===== config.mk =====
export PLATFORM = sky130hd
export DESIGN_NAME = spi_ram_master
export DESIGN_NICKNAME = d
export VERILOG_FILES = /design/src/rtl/spi_ram_master.sv
export SDC_FILE = /design/constraint.sdc
export NUM_CORES = 1
export LEC_CHECK = 0
export BUFFER_PORTS_ARGS = -buffer_cell sky130_fd_sc_hd__buf_4
export CORE_UTILIZATION = 68
export DETAILED_ROUTE_END_ITERATION = 6
export HOLD_SLACK_MARGIN = 0.06
export PLACE_DENSITY_LB_ADDON = 0.2
export SYNTH_ARGS = -nofsm -noshare
export SYNTH_HDL_FRONTEND = slang
export SYNTH_HIERARCHICAL = 1
export SYNTH_SLANG_ARGS = --single-unit

===== constraint.sdc =====
create_clock -name clk -period 6.4 [get_ports clk]
set_input_delay 0.96 -clock clk [delete_from_list [all_inputs] [get_ports clk]]
set_output_delay 0.96 -clock clk [all_outputs]
set_load 0.02 [all_outputs]

===== src/rtl/spi_ram_master.sv =====
// spi_ram_master: SPI mode-0 master that streams a 32x24 RAM through a slave.
// Define SPI_MASTER_LOOP_EN to wrap the address and keep running forever.
module spi_ram_master_ram #(
  parameter int DATA_W = 24,
  parameter int ADDR_W = 5
) (
  input  logic              clk,
  input  logic              i_we,
  input  logic [ADDR_W-1:0] i_waddr,
  input  logic [DATA_W-1:0] i_wdata,
  input  logic [ADDR_W-1:0] i_raddr,
  output logic [DATA_W-1:0] o_rdata
);
  logic [DATA_W-1:0] mem [0:2**ADDR_W-1];

  // Synchronous write, registered read (one cycle latency)
  always_ff @(posedge clk) begin
    if (i_we) mem[i_waddr] <= i_wdata;
    o_rdata <= mem[i_raddr];
  end
endmodule

module spi_ram_master #(
  parameter int CLK_DIV     = 4,
  parameter int DATA_W      = 24,
  parameter int ADDR_W      = 5,
  parameter int START_DELAY = 16,
  parameter int GAP         = 4
) (
  input  logic clk,
  input  logic rstn,
  output logic sck,
  output logic csn,
  output logic mo,
  input  logic mi
);
  localparam int HALF  = CLK_DIV / 2;
  localparam int PH_W  = $clog2(CLK_DIV);
  localparam int BIT_W = $clog2(DATA_W);
  localparam int CNT_W = 16;
  // WB and LOAD also hold csn high, so the GAP state covers the rest
  localparam int GAP_CYC = (GAP > 2) ? GAP - 2 : 1;
  localparam logic [ADDR_W-1:0] LAST = '1;

  typedef enum logic [2:0] {
    S_IDLE, S_LOAD, S_XFER, S_WB, S_GAP, S_DONE
  } state_t;

  state_t            r_state;
  state_t            w_next;
  logic [PH_W-1:0]   r_ph;
  logic [BIT_W-1:0]  r_bit;
  logic [CNT_W-1:0]  r_cnt;
  logic [ADDR_W-1:0] r_addr;
  logic [DATA_W-1:0] r_shreg;
  logic              r_rx;
  logic              r_sck;
  logic              r_csn;
  logic [DATA_W-1:0] w_rdata;
  logic [ADDR_W-1:0] w_raddr;
  logic              w_we;
  logic              w_ph_rise;
  logic              w_ph_last;
  logic              w_bit_last;
  logic              w_idle_end;
  logic              w_gap_end;

  assign w_ph_rise  = (r_ph == PH_W'(HALF - 1));
  assign w_ph_last  = (r_ph == PH_W'(CLK_DIV - 1));
  assign w_bit_last = (r_bit == BIT_W'(DATA_W - 1));
  assign w_idle_end = (r_cnt == CNT_W'(START_DELAY - 1));
  assign w_gap_end  = (r_cnt == CNT_W'(GAP_CYC - 1));
  assign w_we       = (r_state == S_WB);
  // Look ahead during WB so LOAD sees the next word
  assign w_raddr    = w_we ? r_addr + 1'b1 : r_addr;

  assign sck = r_sck;
  assign csn = r_csn;
  assign mo  = ~r_csn & r_shreg[DATA_W-1];

  spi_ram_master_ram #(
    .DATA_W(DATA_W),
    .ADDR_W(ADDR_W)
  ) ram_inst (
    .clk    (clk),
    .i_we   (w_we),
    .i_waddr(r_addr),
    .i_wdata(r_shreg),
    .i_raddr(w_raddr),
    .o_rdata(w_rdata)
  );

  // State register
  always_ff @(posedge clk or negedge rstn) begin
    if (!rstn) r_state <= S_IDLE;
    else       r_state <= w_next;
  end

  // Next-state decode
  always_comb begin
    w_next = r_state;
    unique case (r_state)
      S_IDLE: if (w_idle_end) w_next = S_LOAD;
      S_LOAD: w_next = S_XFER;
      S_XFER: if (w_ph_last && w_bit_last) w_next = S_WB;
      S_WB: begin
`ifdef SPI_MASTER_LOOP_EN
        w_next = (GAP > 2) ? S_GAP : S_LOAD;
`else
        if (r_addr == LAST) w_next = S_DONE;
        else w_next = (GAP > 2) ? S_GAP : S_LOAD;
`endif
      end
      S_GAP:  if (w_gap_end) w_next = S_LOAD;
      S_DONE: w_next = S_DONE;
      default: w_next = S_IDLE;
    endcase
  end

  // Datapath: counters, shifter, sck/csn generation, address
  always_ff @(posedge clk or negedge rstn) begin
    if (!rstn) begin
      r_ph    <= '0;
      r_bit   <= '0;
      r_cnt   <= '0;
      r_addr  <= '0;
      r_shreg <= '0;
      r_rx    <= 1'b0;
      r_sck   <= 1'b0;
      r_csn   <= 1'b1;
    end else begin
      r_csn <= (w_next != S_XFER);
      if (w_next != r_state) r_cnt <= '0;
      else if (r_state == S_IDLE || r_state == S_GAP)
        r_cnt <= r_cnt + 1'b1;
      if (r_state == S_LOAD) r_shreg <= w_rdata;
      if (r_state == S_XFER) begin
        r_ph <= w_ph_last ? '0 : r_ph + 1'b1;
        if (w_ph_rise) begin
          r_sck <= 1'b1;
          r_rx  <= mi;
        end
        if (w_ph_last) begin
          r_sck   <= 1'b0;
          r_shreg <= {r_shreg[DATA_W-2:0], r_rx};
          r_bit   <= w_bit_last ? '0 : r_bit + 1'b1;
        end
      end
      if (r_state == S_WB) r_addr <= r_addr + 1'b1;
    end
  end
endmodule


==> run summary, run 1 <==
outcome: completed
setup TNS: 0 ps
syn nets: 1991
Die Span Y: 223.4 µm
Synth Register Bits: 850
Worst setup endpoint: ram_inst/o_rdata[20]$_DFF_P_
crit path from: r_state[0]$_DFF_PN0_
met2 Use GR: 51.36%
Total Wirelength: 75920 µm
maximum clock rate: 242.6 MHz
worst-path maximum fanout: 67
required time worst endpoint: 6870 ps
final hold vios: 0
Cell variety after synth: 50
Clock Latency Late Sink: 630 ps
met1 GRT Util: 40.56%
GRT met3 Usage: 6.796%
core box area: 48050 µm²
IO buf count: 5
initial core utilization: 69.38%
FF/Latch Area: 25000 µm²
Max VDD drop: 339.2 µV
critical path arrival: 4590 ps
Syn Inst Count: 1981
Post-DRT Antenna Nets: 0
Critical Path Start Type: register
Inst Count DP: 2521
final period utilization: 64.41%
Fillers: 2720
DRC: 0
CTS tree: yes
worst r2r src: r_state[0]$_DFF_PN0_
dominant cell type by area after synthesis: edfxtp_1
EDFF count, synth: 768
area of the multi-input gates: 7816 µm²
max incr delay on CP: 890 ps
pwr dens: 291.1 nW/µm²
Post-synth ARST share: 6.824%
layout overhead on the synthesized area: 9.456%
via count: 18060
final max-slew violation count: 0
largest net degree at the start of global routing: 150
endpoints failing setup: 0
I/O pins: 6
Max Cap Viol: 0
vias in the first global route: 17780
non-filler instance count after layout: 2673
CTS buffer count: 82
CP Cell Sequence: nand3b_1, inv_1, nand2_1, xnor2_1, nor2b_4, buf_12, a22o_1, nor3_1, a31oi_1, nand3_1
first drt pass iteration count: 6
type of element capturing the critical path: register
drt first-iter violations: 2108
Least-Margin Pin Slew: 1392 ps
die area: 49910 µm²
initial antenna violation count: 0
hold slack final: 481.6 ps
Worst-path clk slew: 60 ps
GP Congestion: 0.7958
FF-to-FF setup slack: 2280 ps
setup bufs post-CTS: 0
Synth top area share: 69.19%
clk sinks: 850
Mapped Area: 33330 µm²
Synth Warn #: 6
leakage: 0.009287 µW
Avg Inst Size Synth: 16.83 µm²
critical path type: register to register
shortest period the worst path allows: 4122 ps
Die Wd: 223.4 µm
Final Skew: 17.02 ps
row cnt: 80
sequential area share after synthesis: 74.99%
CTS H-Tree Depth: 3
Vias/cell: 6.757
CTS Buffer Depth: 3
FF-to-FF End: ram_inst/o_rdata[20]$_DFF_P_
total global-route track usage: 30.90%
WL per Instance: 28.40 µm
Critical-path top delay cell: nor2b_4
synth top area cells: edfxtp_1, mux2i_1, dfrtp_1
RSZ-0062 raised after global routing: no
Synth Flop Type: edfxtp_1
hold_buf cts: 0
Clk Tree Root Cell: clkbuf_16
gr ovfl total: 0
Slew Limit Headroom: 6.640%
R2R cell count: 10
layout cells sized above 1: 9.674%
hpwl dp: 38090 µm
Layout Nets: 2000
first-pass GRT wire length: 111000 µm
Tightest Hold Check Type: primary input to asynchronous set/reset pin
busiest grt layer: met2
CTS resizes: 0
-- cell usage in the layout, fill, tap and decap left out, types with 6 or more instances in the layout --
cell       netlist  layout
xnor2_1          7       6
a22oi_1         72      72
edfxtp_1       768     768
clkbuf_1        34      26
buf_4           16      34
clkinv_1         0      17
a31oi_1         24      24
clkinv_2         0      13
dfrtp_1         57      57
nor3_1          34      34
nand3_1         83      83
o21ai_0         30      30
mux2i_1        408     408
a22o_1          48      48
nor2_4           0      14
nand4_1          8       8
clkbuf_16        0      87
nand2_1        112     112
a21oi_1         73      73
xor2_1           9       9
nand3b_1         6       6
dfxtp_1         24      24
ha_1             7       7
nor2_2           0      19
nor2_1          40       7
-- per-layer routing --
layer / part of all wire [%] / routed length, µm / up-vias
met5: 0 / 0 / -
met1: 38 / 28850 / 9149
met3: 8.8 / 6673 / 184
met2: 50 / 37780 / 962
met4: 3.4 / 2614 / 0
li1: - / - / 7767
-- cells by family (layout without fill, tap and decap cells) --
group / Yosys count / after routing / synth area share (%)
AOI/OAI and AO/OA: 262 / 262 / 5.282
xor gates and xnor gates: 16 / 16 / 0.4204
adders and majority gates: 7 / 7 / 0.2628
buffers and inverters: 118 / 194 / 2.170
DFF: 850 / 850 / 74.99
muxes: 410 / 410 / 12.32
other: 0 / 1 / 0
and+or+nand+nor: 318 / 318 / 4.557
-- state kept, by name, summed over array words and instances (netlist names) --
signal / flops
ram_inst/o_rdata: 24
r_rx: 1
r_addr: 5
sck: 1
r_bit: 5
r_shreg: 24
r_ph: 2
r_cnt: 16
csn: 1
r_state: 3
ram_inst/mem: 768
-- final cells by class --
type                       count  area share [%]
sequential                   850           68.51
multi-input combinational   1013           21.42
clock buffer                 115           6.310
tap                          615           2.109
timing repair buffer          38          0.9191
clock inverter                36          0.6687
inverter                       5         0.05144
antenna                        1        0.006859
-- cells in the mapped netlist, drive strengths merged, types with 3 or more instances --
cell type,number
mux2i,408
o21ai,30
ha,7
nor2,40
nand4,9
nand2,113
edfxtp,768
or3b,3
or4,4
xnor2,7
buf,78
clkbuf,35
nand3,83
nand3b,6
nand2b,3
nor4,3
xor2,9
dfxtp,24
a21oi,73
nor2b,5
o31ai,5
a22oi,72
or3,4
nor3,34
a31oi,24
a211oi,6
inv,5
nor3b,3
dfrtp,57
a22o,48
-- power by group --
part / leakage [µW] / internal, µW / switching [µW]
Combinational: 0.00209 / 2.33 / 10.5
Clock: 0.00125 / 2630 / 1960
Sequential: 0.00595 / 5990 / 23.8
Total: 0.00929 / 8630 / 1990
-- worst max-delay path, delay by kind of cell, from the launching register on --
kind | cells | cell delay [ps]
and+or+nand+nor | 5 | 1480
buffers and inverters | 2 | 730
xor gates and xnor gates | 1 | 560
AOI/OAI and AO/OA | 2 | 600
DFF | 1 | 550
-- how the worst min path moves through the flow --
stage | start | endpoint | slack, ps | cells past startpoint
after CTS | r_rx$_DFFE_PN0P_ | r_rx$_DFFE_PN0P_ | 510 | 1
after detailed placement | r_rx$_DFFE_PN0P_ | r_rx$_DFFE_PN0P_ | 490 | 1
after global placement | r_ph[1]$_DFFE_PN0P_ | r_ph[1]$_DFFE_PN0P_ | 490 | 2
final | rstn | sck$_DFFE_PN0P_ | 480 | 1
after floorplan | r_rx$_DFFE_PN0P_ | r_shreg[0]$_DFF_PN0_ | 440 | 2
after global routing | r_rx$_DFFE_PN0P_ | r_rx$_DFFE_PN0P_ | 540 | 1
-- stage by stage --
stage / util, % / setup WS [ps] / total power (µW) / area [µm²]
CTS: 75.93 / 2374 / 10660 / 36480
finish: 75.93 / 2278 / 10620 / 36480
detailed placement: 70.63 / 2457 / 6148 / 33940
global placement: 70.63 / 2620 / 6145 / 33940
global route: 75.93 / 2115 / 10850 / 36480
floorplan: - / 3401 / 6127 / 33330
Note: power is estimated with default switching activity, not from simulation.
==> run 2, diff against run 1 <==
--- a/config.mk
+++ b/config.mk
@@ -5,8 +5,9 @@
 export SDC_FILE = /design/constraint.sdc
 export NUM_CORES = 1
 export LEC_CHECK = 0
+export ABC_AREA = 1
 export BUFFER_PORTS_ARGS = -buffer_cell sky130_fd_sc_hd__buf_4
-export CORE_UTILIZATION = 68
+export CORE_UTILIZATION = 63
 export DETAILED_ROUTE_END_ITERATION = 6
 export HOLD_SLACK_MARGIN = 0.06
 export PLACE_DENSITY_LB_ADDON = 0.2
==> constraint.sdc (replaced) <==
create_clock -name clk -period 4 [get_ports clk]
set_input_delay 0.6 -clock clk [delete_from_list [all_inputs] [get_ports clk]]
set_output_delay 0.6 -clock clk [all_outputs]
set_load 0.02 [all_outputs]
==> run 2 against run 1 <==
Area after synthesis increased by 4.3%. Critical path type unchanged. Flip-flop and latch count unchanged. Sequential power increased by 60%. Register-to-register slack got worse by 1500 ps. Power increased by 64%. Critical path depth increased by 4. Count of clock-buffer cells in the layout increased by 5. Utilization decreased by 5.8 points. Clock skew about the same.
==> run summary, run 2 <==
outcome: completed
CTS H-Tree Depth: 3
maximum clock rate: 313.9 MHz
Largest register FFs: 768
Synth Warn #: 6
clk sinks: 850
Least-Margin Pin Slew: 1315 ps
final hold vios: 0
final max-slew violation count: 0
Fillers: 3715
shortest period the worst path allows: 3186 ps
Synth Flop Type: edfxtp_1
Die Wd: 236.9 µm
Clk Tree Root Cell: clkbuf_16
layout cells sized above 1: 8.225%
Biggest register: ram_inst/mem
Critical Path Start Type: register
IO buf count: 5
hpwl dp: 42130 µm
Die Span Y: 236.9 µm
Pint: 14170 µW
Clock Power Share: 44.7%
endpoints failing setup: 0
Cell variety after synth: 35
Synth top area share: 66.32%
setup bufs post-CTS: 0
WL per Instance: 22.46 µm
hold_buf cts: 0
vias in the first global route: 22360
Total Wirelength: 84470 µm
via count: 22970
crit path from: r_state[1]$_DFF_PN0_
CTS buffer count: 84
I/O pins: 6
EDFF count, synth: 768
layout overhead on the synthesized area: 9.132%
GP Congestion: 0.8264
Post-synth ARST share: 6.824%
Gate power share: 0.1%
total global-route track usage: 30.75%
Max Cap Viol: 0
Final Skew: 16.58 ps
CP Cell Sequence: inv_2, nor2_4, nand2_1, xnor2_2, clkinv_8, buf_12, nand2_1, nand3_1, nand3_1, nand2_1, nand2_1, nand2_1, nand2_1, nand2_1
Max VDD drop: 371.3 µV
Tightest Hold Check Type: primary input to asynchronous set/reset pin
FF-to-FF setup slack: 810 ps
top cells by instance count after synthesis: nand2_1, edfxtp_1, nand3_1
RSZ-0062 raised after global routing: no
CP bufs+invs: 3
most frequent cells in the layout: nand2_1, edfxtp_1, nand3_1
CTS tree: yes
dominant cell type by area after synthesis: edfxtp_1
sequential share of power: 55.2%
cell with the most instances after synthesis: nand2_1
initial core utilization: 64.24%
most common cell after layout, fill and taps aside: nand2_1
Overall Power: 17440 µW
max incr delay on CP: 580 ps
row cnt: 85
initial antenna violation count: 0
setup TNS: 0 ps
critical path arrival: 3700 ps
CTS Buffer Depth: 3
largest net degree at the start of global routing: 226
final period utilization: 79.65%
Syn Inst Count: 3019
type of element capturing the critical path: register
pwr dens: 459.6 nW/µm²
Top Registers: ram_inst/mem x768, r_shreg x24, ram_inst/o_rdata x24
gr ovfl total: 0
Post-DRT Antenna Nets: 0
Avg Inst Size Synth: 11.52 µm²
Sw Pwr: 3267 µW
Most common cell on crit path: nand2_1
Mapped Area: 34770 µm²
Synth Register Bits: 850
Critical-path top delay cell: xnor2_2
Layout Nets: 3005
first drt pass iteration count: 6
Worst-path clk slew: 60 ps
worst r2r src: r_state[1]$_DFF_PN0_
Clock Latency Late Sink: 630 ps
Vias/cell: 6.108
leakage: 0.01259 µW
die area: 56140 µm²
required time worst endpoint: 4520 ps
syn nets: 3029
CTS resizes: 0
core box area: 54130 µm²
first-pass GRT wire length: 129300 µm
worst-path maximum fanout: 225
Top Family by Delay on Critical Path: simple AND/OR/NAND/NOR gates
Sw Ratio: 18.73%
drt first-iter violations: 2845
sequential area share after synthesis: 71.88%
DRC: 0
Slew Limit Headroom: 12.32%
synth top area cells: edfxtp_1, nand2_1, nand3_1
critical path type: register to register
-- run 2: cell count changes after synthesis, sizes merged, moves of 65 or more --
cell | previous run | this run
nor2 | 40 | 105
a21oi | 73 | 5
a22oi | 72 | 0
nand2 | 113 | 1153
buf | 78 | 160
nand3 | 83 | 604
mux2i | 408 | 0
-- run 2: area by class of cell --
type	instances	area, µm²	area share, %
antenna	1	2.502	0.006594
timing repair buffer	65	588.1	1.550
multi-input combinational	1956	8618	22.71
tap	696	870.8	2.295
clock buffer	120	2381	6.274
clock inverter	35	331.6	0.8737
inverter	38	162.7	0.4286
sequential	850	25000	65.86
-- run 2: power by group through the flow --
stage	combinational (µW)	sequential, µW	clock (µW)
finish	17.9	9630	7790
floorplan	3.67	9800	0
detailed placement	18.7	9820	0
global placement	18.1	9820	0
CTS	18.9	9630	7860
global route	20.8	9630	8220
-- run 2: logic make-up (layout without fill, tap and decap cells) --
family | Yosys count | in the layout | share of synthesized area, %
other cells | 0 | 1 | 0
fa+ha+maj | 7 | 7 | 0.2519
compound gates | 60 | 60 | 0.8851
xor+xnor | 11 | 11 | 0.2770
buf+inv | 213 | 258 | 3.688
mux | 1 | 1 | 0.03238
simple gates | 1877 | 1877 | 22.99
flops | 850 | 850 | 71.88
-- run 2: metrics by stage --
| step | setup slack, ps | instances | instance area [µm²] | hold slack (ps) | utilization (%) |
|---|---|---|---|---|---|
| final | 814.1 | 3761 | 37950 | 56.76 | 70.11 |
| after global routing | 768.5 | 3760 | 37950 | 115.0 | 70.10 |
| after CTS | 1047 | 3760 | 37950 | 73.48 | 70.10 |
| after detailed placement | 1075 | 3605 | 35240 | 478.3 | 65.09 |
| after global placement | 1154 | 3605 | 35240 | 471.3 | 65.09 |
| after floorplan | 1432 | 3019 | 34770 | 304.4 | - |
-- run 2: final timing paths --
path	endpoint	cells after the start
worst max register to register	ram_inst/o_rdata[18]$_DFF_P_	14
min in group clk	r_rx$_DFFE_PN0P_	2
max in group asynchronous	r_shreg[3]$_DFF_PN0_	1
worst min-delay path	r_cnt[15]$_DFFE_PN0P_	1
worst max-delay path	ram_inst/o_rdata[18]$_DFF_P_	14
worst min register to register	r_shreg[7]$_DFF_PN0_	2
-- run 2: per-layer routing --
| layer | up-vias | wire length (µm) | GRT usage (%) |
|---|---|---|---|
| met5 | - | 0 | 0 |
| met4 | 0 | 2748 | 11.71 |
| met3 | 174 | 9318 | 6.167 |
| met2 | 1281 | 38920 | 48.51 |
| met1 | 11140 | 33490 | 42.71 |
| li1 | 10380 | - | - |
